<file path="config.mk">
export PLATFORM = sky130hd
export DESIGN_NAME = fpga_iser10_align
export DESIGN_NICKNAME = d
export VERILOG_FILES = /design/src/rtl/fpga_iser10_align.sv
export SDC_FILE = /design/constraint.sdc
export NUM_CORES = 1
export LEC_CHECK = 0
export BUFFER_PORTS_ARGS = -buffer_cell sky130_fd_sc_hd__buf_2
export CAP_MARGIN = 20
export CORE_ASPECT_RATIO = 0.6
export CORE_MARGIN = 5
export CORE_UTILIZATION = 61
export CTS_CLUSTER_DIAMETER = 200
export DETAILED_ROUTE_END_ITERATION = 8
export PLACE_DENSITY = 0.8
export SYNTH_ARGS = -nofsm -noshare
export SYNTH_HDL_FRONTEND = slang
export SYNTH_SLANG_ARGS = --single-unit
</file>
<file path="constraint.sdc">
create_clock -name clk_par -period 6.3 [get_ports clk_par]
set_clock_uncertainty 0.1 [all_clocks]
set_input_delay 0.63 -clock clk_par [delete_from_list [all_inputs] [get_ports clk_par]]
set_output_delay 0.63 -clock clk_par [all_outputs]
set_load 0.1 [all_outputs]
</file>
<file path="src/rtl/fpga_iser10_align.sv">
// TMDS receive word aligner: finds the 10-bit word boundary of a deserialized
// stream by hunting for control tokens through a 20-bit barrel-shift window.
module fpga_iser10_align #(
  parameter int unsigned SEARCH_WORDS = 1024,
  parameter int unsigned LOCK_TOKENS  = 8,
  parameter int unsigned LOSS_WORDS   = 65536
) (
  input  logic       clk_par,
  input  logic       rst,
  input  logic [9:0] d_in,
  input  logic       d_vld,
  output logic [9:0] q,
  output logic       q_vld,
  output logic       q_token,
  output logic       locked,
  output logic [3:0] offset,
  output logic       lock_lost
);

  localparam int unsigned BW = $clog2(SEARCH_WORDS + 1);
  localparam int unsigned HW = $clog2(LOCK_TOKENS + 1);
  localparam int unsigned IW = $clog2(LOSS_WORDS + 1);

  localparam logic [1:0] ST_SEARCH  = 2'd0;
  localparam logic [1:0] ST_CONFIRM = 2'd1;
  localparam logic [1:0] ST_LOCKED  = 2'd2;

  logic [1:0]    state_q,    state_d;
  logic [3:0]    offset_q,   offset_d;
  logic [BW-1:0] beat_cnt_q, beat_cnt_d;
  logic [HW-1:0] hit_cnt_q,  hit_cnt_d;
  logic [IW-1:0] idle_cnt_q, idle_cnt_d;
  logic [9:0]    d_prev_q,   d_prev_d;
  logic [9:0]    word_q,     word_d;
  logic          vld_q,      vld_d;
  logic          tok_q,      tok_d;
  logic          locked_q,   locked_d;
  logic          lost_q,     lost_d;

  logic [19:0]   win_c;
  logic [9:0]    cand_c;
  logic          tok_c;
  logic [3:0]    off_nxt_c;
  logic [BW-1:0] beat_sat_c;
  logic [HW-1:0] hit_inc_c;
  logic [IW-1:0] idle_inc_c;

  // Previous word holds the earlier serial bits, so offset 0 selects it intact.
  assign win_c  = {d_in, d_prev_q};
  assign cand_c = win_c[{1'b0, offset_q} +: 10];
  assign tok_c  = (cand_c == 10'h354) || (cand_c == 10'h0AB) ||
                  (cand_c == 10'h154) || (cand_c == 10'h2AB);

  assign off_nxt_c  = (offset_q == 4'd9) ? 4'd0 : offset_q + 4'd1;
  assign beat_sat_c = (beat_cnt_q == BW'(SEARCH_WORDS)) ? beat_cnt_q
                                                        : beat_cnt_q + BW'(1);
  assign hit_inc_c  = hit_cnt_q + HW'(1);
  assign idle_inc_c = idle_cnt_q + IW'(1);

  // Next-state and output logic; everything only moves on valid beats.
  always_comb begin
    state_d    = state_q;
    offset_d   = offset_q;
    beat_cnt_d = beat_cnt_q;
    hit_cnt_d  = hit_cnt_q;
    idle_cnt_d = idle_cnt_q;
    d_prev_d   = d_prev_q;
    word_d     = word_q;
    tok_d      = tok_q;
    vld_d      = 1'b0;
    lost_d     = 1'b0;
    if (d_vld) begin
      d_prev_d = d_in;
      word_d   = cand_c;
      tok_d    = tok_c;
      vld_d    = 1'b1;
      case (state_q)
        ST_SEARCH: begin
          beat_cnt_d = beat_sat_c;
          if (tok_c) begin
            state_d   = ST_CONFIRM;
            hit_cnt_d = HW'(1);
          end else if (beat_sat_c == BW'(SEARCH_WORDS)) begin
            offset_d   = off_nxt_c;
            beat_cnt_d = '0;
          end
        end
        ST_CONFIRM: begin
          beat_cnt_d = beat_sat_c;
          if (tok_c) hit_cnt_d = hit_inc_c;
          // Lock takes priority over a timeout on the same beat.
          if (tok_c && (hit_cnt_q >= HW'(LOCK_TOKENS - 1))) begin
            state_d    = ST_LOCKED;
            idle_cnt_d = '0;
          end else if (beat_sat_c == BW'(SEARCH_WORDS)) begin
            state_d    = ST_SEARCH;
            offset_d   = off_nxt_c;
            beat_cnt_d = '0;
            hit_cnt_d  = '0;
          end
        end
        ST_LOCKED: begin
          if (tok_c) begin
            idle_cnt_d = '0;
          end else if (idle_inc_c == IW'(LOSS_WORDS)) begin
            state_d    = ST_SEARCH;
            lost_d     = 1'b1;
            beat_cnt_d = '0;
            hit_cnt_d  = '0;
            idle_cnt_d = '0;
          end else begin
            idle_cnt_d = idle_inc_c;
          end
        end
        default: state_d = ST_SEARCH;
      endcase
    end
    locked_d = (state_d == ST_LOCKED);
  end

  always_ff @(posedge clk_par) begin
    if (rst) begin
      state_q    <= ST_SEARCH;
      offset_q   <= '0;
      beat_cnt_q <= '0;
      hit_cnt_q  <= '0;
      idle_cnt_q <= '0;
      d_prev_q   <= '0;
      word_q     <= '0;
      vld_q      <= 1'b0;
      tok_q      <= 1'b0;
      locked_q   <= 1'b0;
      lost_q     <= 1'b0;
    end else begin
      state_q    <= state_d;
      offset_q   <= offset_d;
      beat_cnt_q <= beat_cnt_d;
      hit_cnt_q  <= hit_cnt_d;
      idle_cnt_q <= idle_cnt_d;
      d_prev_q   <= d_prev_d;
      word_q     <= word_d;
      vld_q      <= vld_d;
      tok_q      <= tok_d;
      locked_q   <= locked_d;
      lost_q     <= lost_d;
    end
  end

  assign q         = word_q;
  assign q_vld     = vld_q;
  assign q_token   = tok_q;
  assign locked    = locked_q;
  assign offset    = offset_q;
  assign lock_lost = lost_q;

endmodule
</file>
* Word level (Yosys, flattened, before mapping)
Cells that the tools add are included.
** Storage, ports and cells
- Register bits :: 62
- Input bits :: 13
- Output and inout port bits :: 18
- Word-level logic and storage cells :: 81
** Operators by class
- Add/sub/neg operators :: 4
- Magnitude comparators :: 1
- Equal/unequal tests :: 17
- Shifts and indexed selects :: 1
- Muxes and demuxes :: 32
- Bitwise gates (word level) :: 2
- Reductions and logical operators :: 13
** Operators by type and width (number)
- $mux 11 :: 6
- $mux 17 :: 3
- $mux 4 :: 10
- $pmux 17 s2 :: 1
- $pmux 11 s3 :: 1
- $eq 11x11->1 const B :: 2
- $eq 10x10->1 const B :: 2
- $shiftx 20x5->10 :: 1
- $add 17x1->17 const B :: 1
- $eq 17x17->1 const B :: 1
- $mux 2 :: 6
- $ne 2x2->1 const B :: 6
- $pmux 4 s3 :: 1
- $add 11x1->11 const B :: 1
- $eq 10x8->1 const B :: 1
- $eq 10x9->1 const B :: 1
- $add 4x1->4 const B :: 2
- $pmux 4 s2 :: 1
- $reduce_and 4->1 :: 2
- $pmux 2 s3 :: 1
- $reduce_and 5->1 :: 1
- $eq 2x2->1 const B :: 2
- $eq 4x4->1 const B :: 1
- $ge 4x3->1 const B :: 1
- 10 further kinds :: 15

* Logic depth before layout (Yosys ltp)
- Depth after elaboration :: 10
- Depth in mapped cells :: 12
- Depth with buffers taken out :: 10

* Least setup slack after synthesis
OpenSTA, ideal clock, no wires.
- Path type :: register to register
- Start :: register offset_q[1], in the netlist offset[1]
- End :: register idle_cnt_q[9]
- Setup time :: 0.133 ns
- Arrival time :: 3.710 ns
- Required time :: 6.067 ns
- Slack :: 2.357 ns
- Cell stages (with the launch flop) :: 11
- Path buffers :: 2
- Period minus slack after synthesis :: 3.943 ns
- Cells stage by stage :: dfxtp_1 > buf_6 > mux4_2 > mux2_2 > or4_4 > a2111oi_4 > a22oi_2 > a2bb2oi_1 > nor2_2 > buf_2 > o221ai_1
** Between the ends
- Longest elaborated chain between the ends :: 8
- Elaborated cells between the ends (all ways) :: 13
- Those cells by class :: eq/ne: 5; shift: 1; mux: 2; reduce/logical: 5
** Ends and longest elaborated chain
- start: declaration :: line 29 : logic [3:0] offset_q, offset_d;
- start signal: assignment :: line 136 : offset_q <= offset_d;
- $shiftx 20x5->10 * :: line 50 : assign cand_c = win_c[{1'b0, offset_q} +: 10];
- $eq 10x10->1 or $eq 10x8->1 (tied branches) :: line 51 : assign tok_c = (cand_c == 10'h354) || (cand_c == 10'h0AB) ||
- $logic_or 1x1->1 (2 in a row) :: line 51
- $logic_or 1x1->1 * :: line 52 : (cand_c == 10'h154) || (cand_c == 10'h2AB);
- $logic_and 1x1->1 :: line 92 : if (tok_c && (hit_cnt_q >= HW'(LOCK_TOKENS - 1))) begin
- $ne 2x2->1 (no line)
- $reduce_and 3->1 (no line)
- end signal: assignment :: line 139 : idle_cnt_q <= idle_cnt_d;
- end: declaration :: line 32 : logic [IW-1:0] idle_cnt_q, idle_cnt_d;
Every way passes the cells marked *; elsewhere a longest branch is shown, timed or not.
A chain may end at the register's enable or synchronous reset.

* Worst setup path in the final report
- Start :: register offset_q[1], in the netlist offset[1]
- End :: register beat_cnt_q[9]
** Between the ends
- Longest elaborated chain between the ends :: 8
- Elaborated cells between the ends (all ways) :: 14
- Those cells by class :: eq/ne: 5; shift: 1; mux: 3; reduce/logical: 5
** Ends and longest elaborated chain
- $shiftx 20x5->10 * :: line 50
- $eq 10x10->1 or $eq 10x8->1 (tied branches) :: line 51
- $logic_or 1x1->1 (2 in a row) :: line 51
- $logic_or 1x1->1 * :: line 52
- $logic_and 1x1->1 :: line 92
- $mux 11 :: line 92
- $pmux 11 s3 :: line 77 : case (state_q)
- end signal: assignment :: line 137 : beat_cnt_q <= beat_cnt_d;
- end: declaration :: line 30 : logic [BW-1:0] beat_cnt_q, beat_cnt_d;
Marked as above.

==> metrics.json <==
{
  "clock_tree": {
    "clk_pin_slew_worst_paths_ps": 60,
    "cts_repair_resize_count": 0,
    "post_cts_setup_buffers": 0,
    "worst_skew_pair.late_latency_ps": 330,
    "cts_tree": "built",
    "cts-htree-levels": 3,
    "total_clock_buffers_created_by_cts": 9,
    "cts-root-to-sink-buffers": 2,
    "post_cts_hold_fix_bufs": 0,
    "clock_sinks": 62,
    "cts_root_buf": "clkbuf_16"
  },
  "logic_synthesis": {
    "yosys_register_bits": 62,
    "ys_top_cells_by_area": "dfxtp_1 28%, mux2i_1 7.5%, mux4_2 6.7%, nand2_1 3.8%, a311oi_1 3.8%",
    "synth_area_sq_um": 4390,
    "async_reset_ff_share_pct": 0,
    "synthesis.nets": 540,
    "synth-warning-count": 0,
    "count_of_flip_flops_with_a_built_in_enable_after_synthesis": 0,
    "synthDominantAreaCellType": "dfxtp_1",
    "synth_top_area_share_pct": 28.3,
    "number_of_cells_produced_by_synthesis": 519,
    "seq_area_frac_synth_pct": 28.3,
    "avgSynthCellArea_sq_um": 8.46,
    "synth_ff_type": "dfxtp_1",
    "distinct_cell_type_count_after_synthesis": 70
  },
  "global_routing": {
    "grt_usage_pct": 26.9,
    "grt_first_pass_wirelength_mm": 19.4,
    "grt_pass1_vias": 3777,
    "pin_count_of_the_biggest_net_entering_global_routing": 52,
    "globalRoute.totalOverflow": 0,
    "antenna_found_initial": 0
  },
  "power_and_ir_drop": {
    "cellPowerDensity_nw_per_um2": 202,
    "leakage_power_of_the_design_nw": 1.62,
    "max-vdd-ir-drop_uv": 160
  },
  "timing": {
    "grt_setup_unrepaired": "no",
    "slew_viol_final": 0,
    "fin_crit_sh_pct": 70.0,
    "timing_worst_slew_pin_value_ps": 1020,
    "relative_max_transition_margin_pct": 31.5,
    "setup_violations": 0,
    "fmax_mhz": 227,
    "period_minus_slack_ps": 4410,
    "finalHoldViolations": 0,
    "timing.setup.tns_ps": 0
  },
  "place": {
    "dpl-instance-area_sq_um": 4490,
    "gp_routability_congestion": 0.933,
    "dp.final_hpwl_mm": 8.32,
    "numPortBuffers": 30
  },
  "worst_setup_path": {
    "crit_path_max_fanout": 18,
    "critical_path_class": "reg2reg",
    "crit_path_max_incr_delay_ps": 700,
    "worst_setup_path_start_kind": "register",
    "crit_arrival_ps": 4570,
    "crit_path_end_kind": "register",
    "cpMaxStageDelayCell": "a22oi_2",
    "required_ps": 6460,
    "crit_chain": "buf_16 > mux4_2 > mux2_2 > o22a_1 > nor4b_1 > a22oi_2 > a41oi_2 > or4_1 > a21oi_1"
  },
  "drt": {
    "drt_pass1_iterations": 7,
    "initialDrtViolationCount": 580,
    "num_vias": 4253,
    "routed_via_density": 6.90,
    "final_antenna_net_count": 0,
    "detail_route.drc_violations": 0,
    "detail_route.wl_per_cell_microns": 19.1,
    "drt_wl_total_mm": 11.7
  },
  "die": {
    "floorplan.io_pins": 31,
    "core_sq_um": 7150,
    "fp.dieArea_sq_um": 9050,
    "die_w_microns": 120,
    "floorplan.initialDensity_pct": 61.5,
    "floorplan.rows": 24,
    "die_h_microns": 75.7
  },
  "layout": {
    "syn2layout_area_growth_pct": 9.14,
    "layout_cell_area_excl_fill_sq_um": 4790,
    "antenna-diode-count": 0,
    "seqCellArea_sq_um": 1240,
    "layout_common_cells": "62 x dfxtp_1, 45 x nand2_1, 44 x nor2_1, 33 x mux2i_1, 30 x buf_2",
    "final_common_cell": "dfxtp_1",
    "multi_input_comb_area_sq_um": 2900,
    "design.final.nets": 542,
    "post_route_cells_drive_above_1_share_pct": 16.4,
    "n_fill_cell": 608
  },
  "min_path": {
    "hp-class": "reg2reg"
  },
  "status": {
    "outcome": "finished, final reports clean"
  },
  "flow_run": {
    "drv.max_cap_violation_count": 0
  }
}
==> cells by family (layout without fill, tap and decap cells) <==
family	after synthesis	count (layout)	share of synthesized area, %
fa+ha+maj	8	8	2.28
xor+xnor	9	9	1.79
flops	62	62	28.3
compound gates	145	145	24.7
simple gates	182	182	21.4
buf+inv	61	67	5.81
mux	52	52	15.7
==> power breakdown <==
group / switching [mW] / total [mW] / internal (mW) / leakage (nW)
Combinational: 0.0701 / 0.100 / 0.0300 / 0.984
Clock: 0.175 / 0.458 / 0.283 / 0.137
Sequential: 0.00763 / 0.408 / 0.401 / 0.503
==> metal layers <==
layer / GRT usage, % / wire length, microns / vias up
met3: 8.61 / 1340 / 15
li1: - / - / 2006
met1: 40.2 / 5680 / 2023
met2: 37.3 / 4630 / 209
met4: 6.73 / 100 / 0
met5: 0 / 0 / -
==> Yosys cell counts (5+ instances only) <==
cell type,count
a211o_1,5
a211oi_1,14
a21oi_1,26
a311oi_1,19
a31oi_1,10
a41oi_1,6
and2_1,7
and3_1,6
buf_2,12
clkbuf_1,25
dfxtp_1,62
ha_1,8
inv_1,15
mux2_2,6
mux2i_1,33
mux4_2,13
nand2_1,45
nand2b_1,14
nand3_1,17
nand4_1,12
nor2_1,44
nor3_1,7
nor4_1,5
o211ai_1,6
o21ai_0,10
o22ai_1,10
xor2_1,5
==> metrics by stage <==
stage	cells	total power, mW	hold WS [ps]	worst slack [ps]	util [%]
final	616	0.966	361	1890	67.1
after global routing	616	0.997	388	1610	67.1
after global placement	599	0.512	346	1850	62.7
after floorplan	519	0.488	355	2360	-
after detailed placement	600	0.514	353	1700	62.9
after CTS	615	0.970	360	1640	66.7
==> registers in the layout, summed over array words and instances (netlist names), 2 cells and up <==
signal	cells
idle_cnt_q	17
hit_cnt_q	4
d_prev_q	10
beat_cnt_q	11
q	10
state_q	2
offset	4
==> final timing paths <==
kind / startpoint / to / slack, ps / cells after the start
max: offset[1] / beat_cnt_q[9] / 1890 / 9
min: q[3] / q[3] / 360 / 2
max reg2reg: offset[1] / beat_cnt_q[9] / 1890 / 9
min reg2reg: q[3] / q[3] / 360 / 2
==> worst max-delay path: cells and delay by family, from the launching register on <==
kind	cells	cell delay, ps
compound gates	4	1640
buf+inv	1	220
flops	1	670
simple gates	2	840
mux	2	870
==> area by class of cell <==
| cell class | instances | share of cell area (%) |
|---|---|---|
| inverter | 18 | 1.41 |
| clock buffer | 11 | 5.27 |
| multi-input combinational | 396 | 60.4 |
| tap | 91 | 2.37 |
| sequential | 62 | 25.9 |
| timing repair buffer | 34 | 4.18 |
| clock inverter | 4 | 0.470 |
(Power assumes the default switching activity.)
